[config.mk]
export PLATFORM = sky130hd
export DESIGN_NAME = fetch_unit
export DESIGN_NICKNAME = d
export VERILOG_FILES = /design/src/rtl/fetch_pkg.sv /design/src/rtl/fetch_queue.sv /design/src/rtl/fetch_unit.sv
export SDC_FILE = /design/constraint.sdc
export NUM_CORES = 1
export LEC_CHECK = 0
export ABC_AREA = 1
export CAP_MARGIN = 40
export CORE_AREA = 2 2 171 173
export DETAILED_ROUTE_END_ITERATION = 10
export DIE_AREA = 0 0 173 175
export GPL_TIMING_DRIVEN = 0
export PLACE_DENSITY = 0.5
export SKIP_CTS_REPAIR_TIMING = 1
export SYNTH_ARGS = -nofsm -noshare
export SYNTH_HDL_FRONTEND = slang
export SYNTH_SLANG_ARGS = --single-unit
[constraint.sdc]
create_clock -name clk -period 5.6 [get_ports clk]
set_input_delay 1.12 -clock clk [delete_from_list [all_inputs] [get_ports clk]]
set_output_delay 1.12 -clock clk [all_outputs]
set_load 0.005 [all_outputs]
[src/rtl/fetch_pkg.sv]
// Shared types and constants for the instruction-fetch stage.
package fetch_pkg;

  localparam logic [31:0] RESET_PC_DEFAULT = 32'h0000_0000;
  localparam logic [31:0] PC_STEP          = 32'd4;

  // WAIT covers the single cycle after reset release, when memory data is not yet trustworthy.
  typedef enum logic [1:0] {
    WAIT = 2'd0,
    RUN  = 2'd1,
    HALT = 2'd2
  } fetch_state_e;

  typedef struct packed {
    logic [31:0] pc;
    logic [31:0] instr;
  } fetch_entry_t;

  // Word-align a byte address by clearing its two low bits.
  function automatic logic [31:0] align_pc(input logic [31:0] pc);
    return {pc[31:2], 2'b00};
  endfunction

endpackage

[src/rtl/fetch_queue.sv]
// Small synchronous FIFO of fetch entries. Flush beats push/pop; pointers wrap
// modulo DEPTH (a power of two). The head reads as zero when the queue is empty.
module fetch_queue
  import fetch_pkg::*;
#(
  parameter int unsigned DEPTH = 2
) (
  input  logic         clk,
  input  logic         rst_n,
  input  logic         push,
  input  fetch_entry_t push_data,
  input  logic         pop,
  input  logic         flush,
  output logic         full,
  output logic         empty,
  output fetch_entry_t head
);

  localparam int unsigned AW = (DEPTH > 1) ? $clog2(DEPTH) : 1;
  localparam logic [AW:0] FULL_CNT = (AW + 1)'(DEPTH);

  logic [AW-1:0] wr_ptr_q, wr_ptr_d;
  logic [AW-1:0] rd_ptr_q, rd_ptr_d;
  logic [AW:0]   count_q,  count_d;
  logic          push_ok;
  logic          pop_ok;

  fetch_entry_t  mem_q [DEPTH];

  assign full    = (count_q == FULL_CNT);
  assign empty   = (count_q == '0);
  // A push into a full queue is only legal when the head leaves in the same cycle.
  assign push_ok = push && (!full || pop);
  assign pop_ok  = pop && !empty;
  assign head    = empty ? '0 : mem_q[rd_ptr_q];

  // Next pointer/occupancy: flush empties, otherwise push and pop act independently.
  always_comb begin
    // NOTE: every output of this block gets a default first so no latch is inferred.
    wr_ptr_d = wr_ptr_q;
    rd_ptr_d = rd_ptr_q;
    count_d  = count_q;
    if (flush) begin
      wr_ptr_d = '0;
      rd_ptr_d = '0;
      count_d  = '0;
    end else begin
      if (push_ok) wr_ptr_d = wr_ptr_q + 1'b1;
      if (pop_ok)  rd_ptr_d = rd_ptr_q + 1'b1;
      unique case ({push_ok, pop_ok})
        2'b10:   count_d = count_q + 1'b1;
        2'b01:   count_d = count_q - 1'b1;
        default: count_d = count_q;
      endcase
    end
  end

  // Pointer and occupancy registers.
  always_ff @(posedge clk or negedge rst_n) begin
    // NOTE: sequential state uses non-blocking assignments so all flops update together.
    if (!rst_n) begin
      wr_ptr_q <= '0;
      rd_ptr_q <= '0;
      count_q  <= '0;
    end else begin
      wr_ptr_q <= wr_ptr_d;
      rd_ptr_q <= rd_ptr_d;
      count_q  <= count_d;
    end
  end

  // Entry storage.
  // NOTE: storage is deliberately not reset; occupancy is, and the head is masked when empty.
  always_ff @(posedge clk) begin
    if (push_ok && !flush) mem_q[wr_ptr_q] <= push_data;
  end

endmodule

[src/rtl/fetch_unit.sv]
// Instruction-fetch stage: owns the PC, addresses a combinational instruction
// memory, buffers fetched words and hands them to decode via valid/ready.
// Optional feature macro: FETCH_MISALIGN_CHK_EN (misaligned redirects halt the
// stage and raise a sticky misalign_err; without it the low PC bits are cleared).
module fetch_unit
  import fetch_pkg::*;
#(
  parameter logic [31:0] RESET_PC = RESET_PC_DEFAULT,
  parameter int unsigned QDEPTH   = 2
) (
  input  logic        clk,
  input  logic        rst,
  output logic [31:0] imem_addr,
  input  logic [31:0] imem_rdata,
  input  logic        redirect_valid,
  input  logic [31:0] redirect_pc,
  output logic        dec_valid,
  input  logic        dec_ready,
  output logic [31:0] dec_instr,
  output logic [31:0] dec_pc,
  output logic [31:0] dec_pc_plus4,
  output logic        misalign_err
);

  fetch_state_e state_q, state_d;
  logic [31:0]  pc_q, pc_d;

  logic         q_push;
  logic         q_pop;
  logic         q_flush;
  logic         q_full;
  logic         q_empty;
  logic         handshake;
  fetch_entry_t q_head;
  fetch_entry_t q_in;

`ifdef FETCH_MISALIGN_CHK_EN
  logic misalign_q, misalign_d;
  assign misalign_err = misalign_q;
`else
  // Low redirect bits are intentionally discarded in this build.
  logic unused_redirect_lsbs;
  assign unused_redirect_lsbs = ^redirect_pc[1:0];
  assign misalign_err         = 1'b0;
`endif

  assign imem_addr    = pc_q;
  assign q_in         = '{pc: pc_q, instr: imem_rdata};
  assign handshake    = dec_valid && dec_ready;

  // Decode-side outputs come straight from the registered queue head.
  assign dec_valid    = !q_empty;
  assign dec_instr    = q_head.instr;
  assign dec_pc       = q_head.pc;
  assign dec_pc_plus4 = q_empty ? '0 : q_head.pc + PC_STEP;

  fetch_queue #(
    .DEPTH(QDEPTH)
  ) u_queue (
    .clk      (clk),
    .rst_n    (rst),
    .push     (q_push),
    .push_data(q_in),
    .pop      (q_pop),
    .flush    (q_flush),
    .full     (q_full),
    .empty    (q_empty),
    .head     (q_head)
  );

  // Next-state, PC update and queue control; a redirect overrides normal fetch.
  always_comb begin
    state_d = state_q;
    pc_d    = pc_q;
    q_push  = 1'b0;
    q_pop   = 1'b0;
    q_flush = 1'b0;
`ifdef FETCH_MISALIGN_CHK_EN
    misalign_d = misalign_q;
`endif

    unique case (state_q)
      WAIT: state_d = RUN;
      RUN: begin
        if (!redirect_valid) begin
          q_pop = handshake;
          if (!q_full || handshake) begin
            q_push = 1'b1;
            pc_d   = pc_q + PC_STEP;
          end
        end
      end
`ifdef FETCH_MISALIGN_CHK_EN
      HALT: begin
        // Stays here until reset; nothing is fetched or accepted.
      end
`endif
      default: state_d = WAIT;
    endcase

    if (redirect_valid && state_q != HALT) begin
      q_flush = 1'b1;
`ifdef FETCH_MISALIGN_CHK_EN
      if (redirect_pc[1:0] != 2'b00) begin
        pc_d       = redirect_pc;
        misalign_d = 1'b1;
        state_d    = HALT;
      end else begin
        pc_d = align_pc(redirect_pc);
      end
`else
      pc_d = align_pc(redirect_pc);
`endif
    end
  end

  // State, PC and sticky error registers.
  always_ff @(posedge clk or negedge rst) begin
    if (!rst) begin
      state_q <= WAIT;
      pc_q    <= RESET_PC;
`ifdef FETCH_MISALIGN_CHK_EN
      misalign_q <= 1'b0;
`endif
    end else begin
      state_q <= state_d;
      pc_q    <= pc_d;
`ifdef FETCH_MISALIGN_CHK_EN
      misalign_q <= misalign_d;
`endif
    end
  end

endmodule

==> run metrics <==
FF+latch count, synth between 150 and 200; most frequent CP cell nand2_1; final wirelength 25.1 mm; sequential area share after synthesis between 50% and 60%; CP Class register to output port; gr ovfl total 0; commonest cells after routing, fill and taps aside nand2_1 (254), clkdlybuf4s50_1 (187), nor2_1 (153); share of layout cells above drive strength 1 10.7%; Pins Over Slew Limit 0; DRT iter0 DRCs 466; post-layout min period 4.82 ns; number of global-route vias before repair around 6700; Max Cap Viol 0; Post-Syn Area around 0.0084 mm²; Yosys top cell area share ~44%; Final GP Congestion between 0.8 and 0.9; Yosys top cell by area edfxtp_1; Max Buffers Root-to-Sink 2; PortBufs approximately 190; P&R area growth vs syn 36.9%; maximum fanout along the worst path 10; Async SR Flop Fraction approximately 22%; clk root buf clkbuf_16; Leak 0.00465 µW; Nets 1238; top cells by area, synth edfxtp_1 (44%), nand2_1 (11%), dfrtp_1 (10%); Mapped Avg Cell Area 8.88 µm²; Num CTS Buffers 17; synth unique cells 43; EDFF count, synth between 100 and 150; Reg clk slew, reported paths 0.06 ns; Data arrival, critical path about 3.7 ns; Total Power around 4300 µW; crit start category register; critical-path cell list inv_1, ha_1, inv_4, buf_6, buf_6, buf_2, nand2_1, inv_1, ha_1, nand3_2, nor2_4, nand3_4, nor2_1, nand2_1, nand2_1, nand2_1, inv_1, clkdlybuf4s50_1; first-pass GRT wire length between 30 and 40 mm; worst-margin pin slew between 0.7 and 0.8 ns; # rows 62; CORE AREA around 0.028 mm²; Post-Syn Instances between 900 and 1000; WP data required about 4.5 ns; all-layer global routing usage 16.6%; H-tree depth 4; HP Class register to register; VDD IR max about 0.22 mV; Top FF cell, synth edfxtp_1; post-route DRC violation count 0; maximum clock rate slightly above 200 MHz; antenna viol nets, final 0; cell area power density 377 mW/mm²; Clock Skews ~0.014 ns; largest net degree at the start of global routing 28; Critical Path Sink Type output port; DRT Pass-1 Iters 5; Hold Fails Final Rpt 0; clk sinks 159; Slowest-stage cell, CP clkdlybuf4s50_1; clk_lat worst skew 0.43 ns; commonest non-fill, non-tap cell in the layout nand2_1; initial antenna violation count 0; largest stage delay on the critical path roughly 0.5 ns; Starting Density between 20% and 30%; CTS tree done; Yosys Warn Count 0; endpoints failing setup 0; diodes inserted 0; setup TNS 0 ns; Slew Limit Headroom slightly above 50%; DIE AREA 0.0303 mm²; io pins around 200; unrepaired setup endpoints after global routing false; outcome finished, final reports clean; Die W about 170 µm; Die Height 175 µm; fin crit share 86.1%; Detailed Place HPWL around 19 mm; WL/cell 16.1 µm; vias just under 7000; detailed-route vias per instance around 4.4
## cell usage after synthesis, types with 2 or more instances
cell / n
o211ai_1: 8
a21oi_1: 7
o22ai_1: 2
buf_4: 11
nand2_4: 4
nand2_1: 254
nand4_1: 4
nor2_1: 155
nand3_2: 7
nor2_4: 9
buf_6: 5
ha_1: 5
nor3_1: 7
o21bai_1: 11
buf_1: 3
xor2_1: 29
conb_1: 2
nand2_2: 22
inv_1: 94
buf_8: 2
nand3_1: 55
clkbuf_1: 12
edfxtp_1: 124
nor2_2: 11
nand3b_1: 3
nand3_4: 2
o21ai_0: 44
inv_2: 2
buf_2: 5
dfrtp_1: 35
## cell type report
class                           count  area (µm²)
Timing Repair Buffer              193        1990
Clock buffer                       17         425
Fill cell                        2881       16900
Multi-Input combinational cell    657        3200
Buffer                             39         270
Inverter                           98         378
Clock inverter                     15         169
Sequential cell                   159        4600
Tap cell                          384         480
## layer usage
metal / vias to the layer above / global-route usage [%] / wire length, µm
met5: - / 0 / 0
met4: 0 / 3.95 / 213
met3: 12 / 2.44 / 1040
met2: 195 / 27.7 / 12000
met1: 3185 / 22.8 / 11900
li1: 3482 / - / -
## worst max-delay path: cells and delay by family, from the launching register on
kind	cells	cell delay [ns]
adders and majority gates	2	0.58
and+or+nand+nor	8	0.85
buffers and inverters	8	1.49
DFF	1	0.36
## through the flow
step	setup slack, ns	instance area (µm²)	util [%]	hold WS [ns]	std cells
2_1_floorplan	0.879	8430	-	0.458	953
3_5_place_dp	1.17	10900	38.4	0.493	1530
3_3_place_gp	-2.00	10800	38.0	0.480	1525
5_1_grt	0.418	11500	40.5	0.529	1562
4_1_cts	0.704	11500	40.5	0.503	1562
6_report	0.779	11500	40.5	0.502	1562
## final timing paths
check | startpoint | end | slack, ns | depth (start not counted)
max reg2reg | u_queue.count_q[0] | u_queue.mem_q[1][14] | 2.55 | 9
min reg2reg | u_queue.count_q[0] | u_queue.count_q[0] | 0.50 | 1
min | u_queue.count_q[0] | u_queue.count_q[0] | 0.50 | 1
max | u_queue.count_q[0] | dec_pc_plus4[28] | 0.78 | 18
min in group asynchronous | rst | imem_addr[18] | 0.62 | 1
max in group asynchronous | rst | u_queue.wr_ptr_q | 4.52 | 2
## report_power, final
part / internal [µW] / switching [µW] / total (µW)
Sequential: 1440 / 125 / 1570
Combinational: 767 / 839 / 1610
Clock: 638 / 526 / 1160
Total: 2850 / 1490 / 4340
## sequential cells by signal, summed over array words and instances (netlist names)
signal / count
u_queue.rd_ptr_q: 1
imem_addr: 30
u_queue.count_q: 2
u_queue.mem_q: 124
state_q: 1
u_queue.wr_ptr_q: 1
## cells by family after synthesis
group,count (synthesis),share of synthesized area (%)
AOI/OAI and AO/OA,79,5.51
adders and majority gates,5,0.744
and+or+nand+nor,536,28.2
xor gates and xnor gates,29,3.02
DFF,159,54.7
other,2,0.0893
buffers and inverters,137,7.71
No activity file was read; power rests on OpenSTA's default activity.
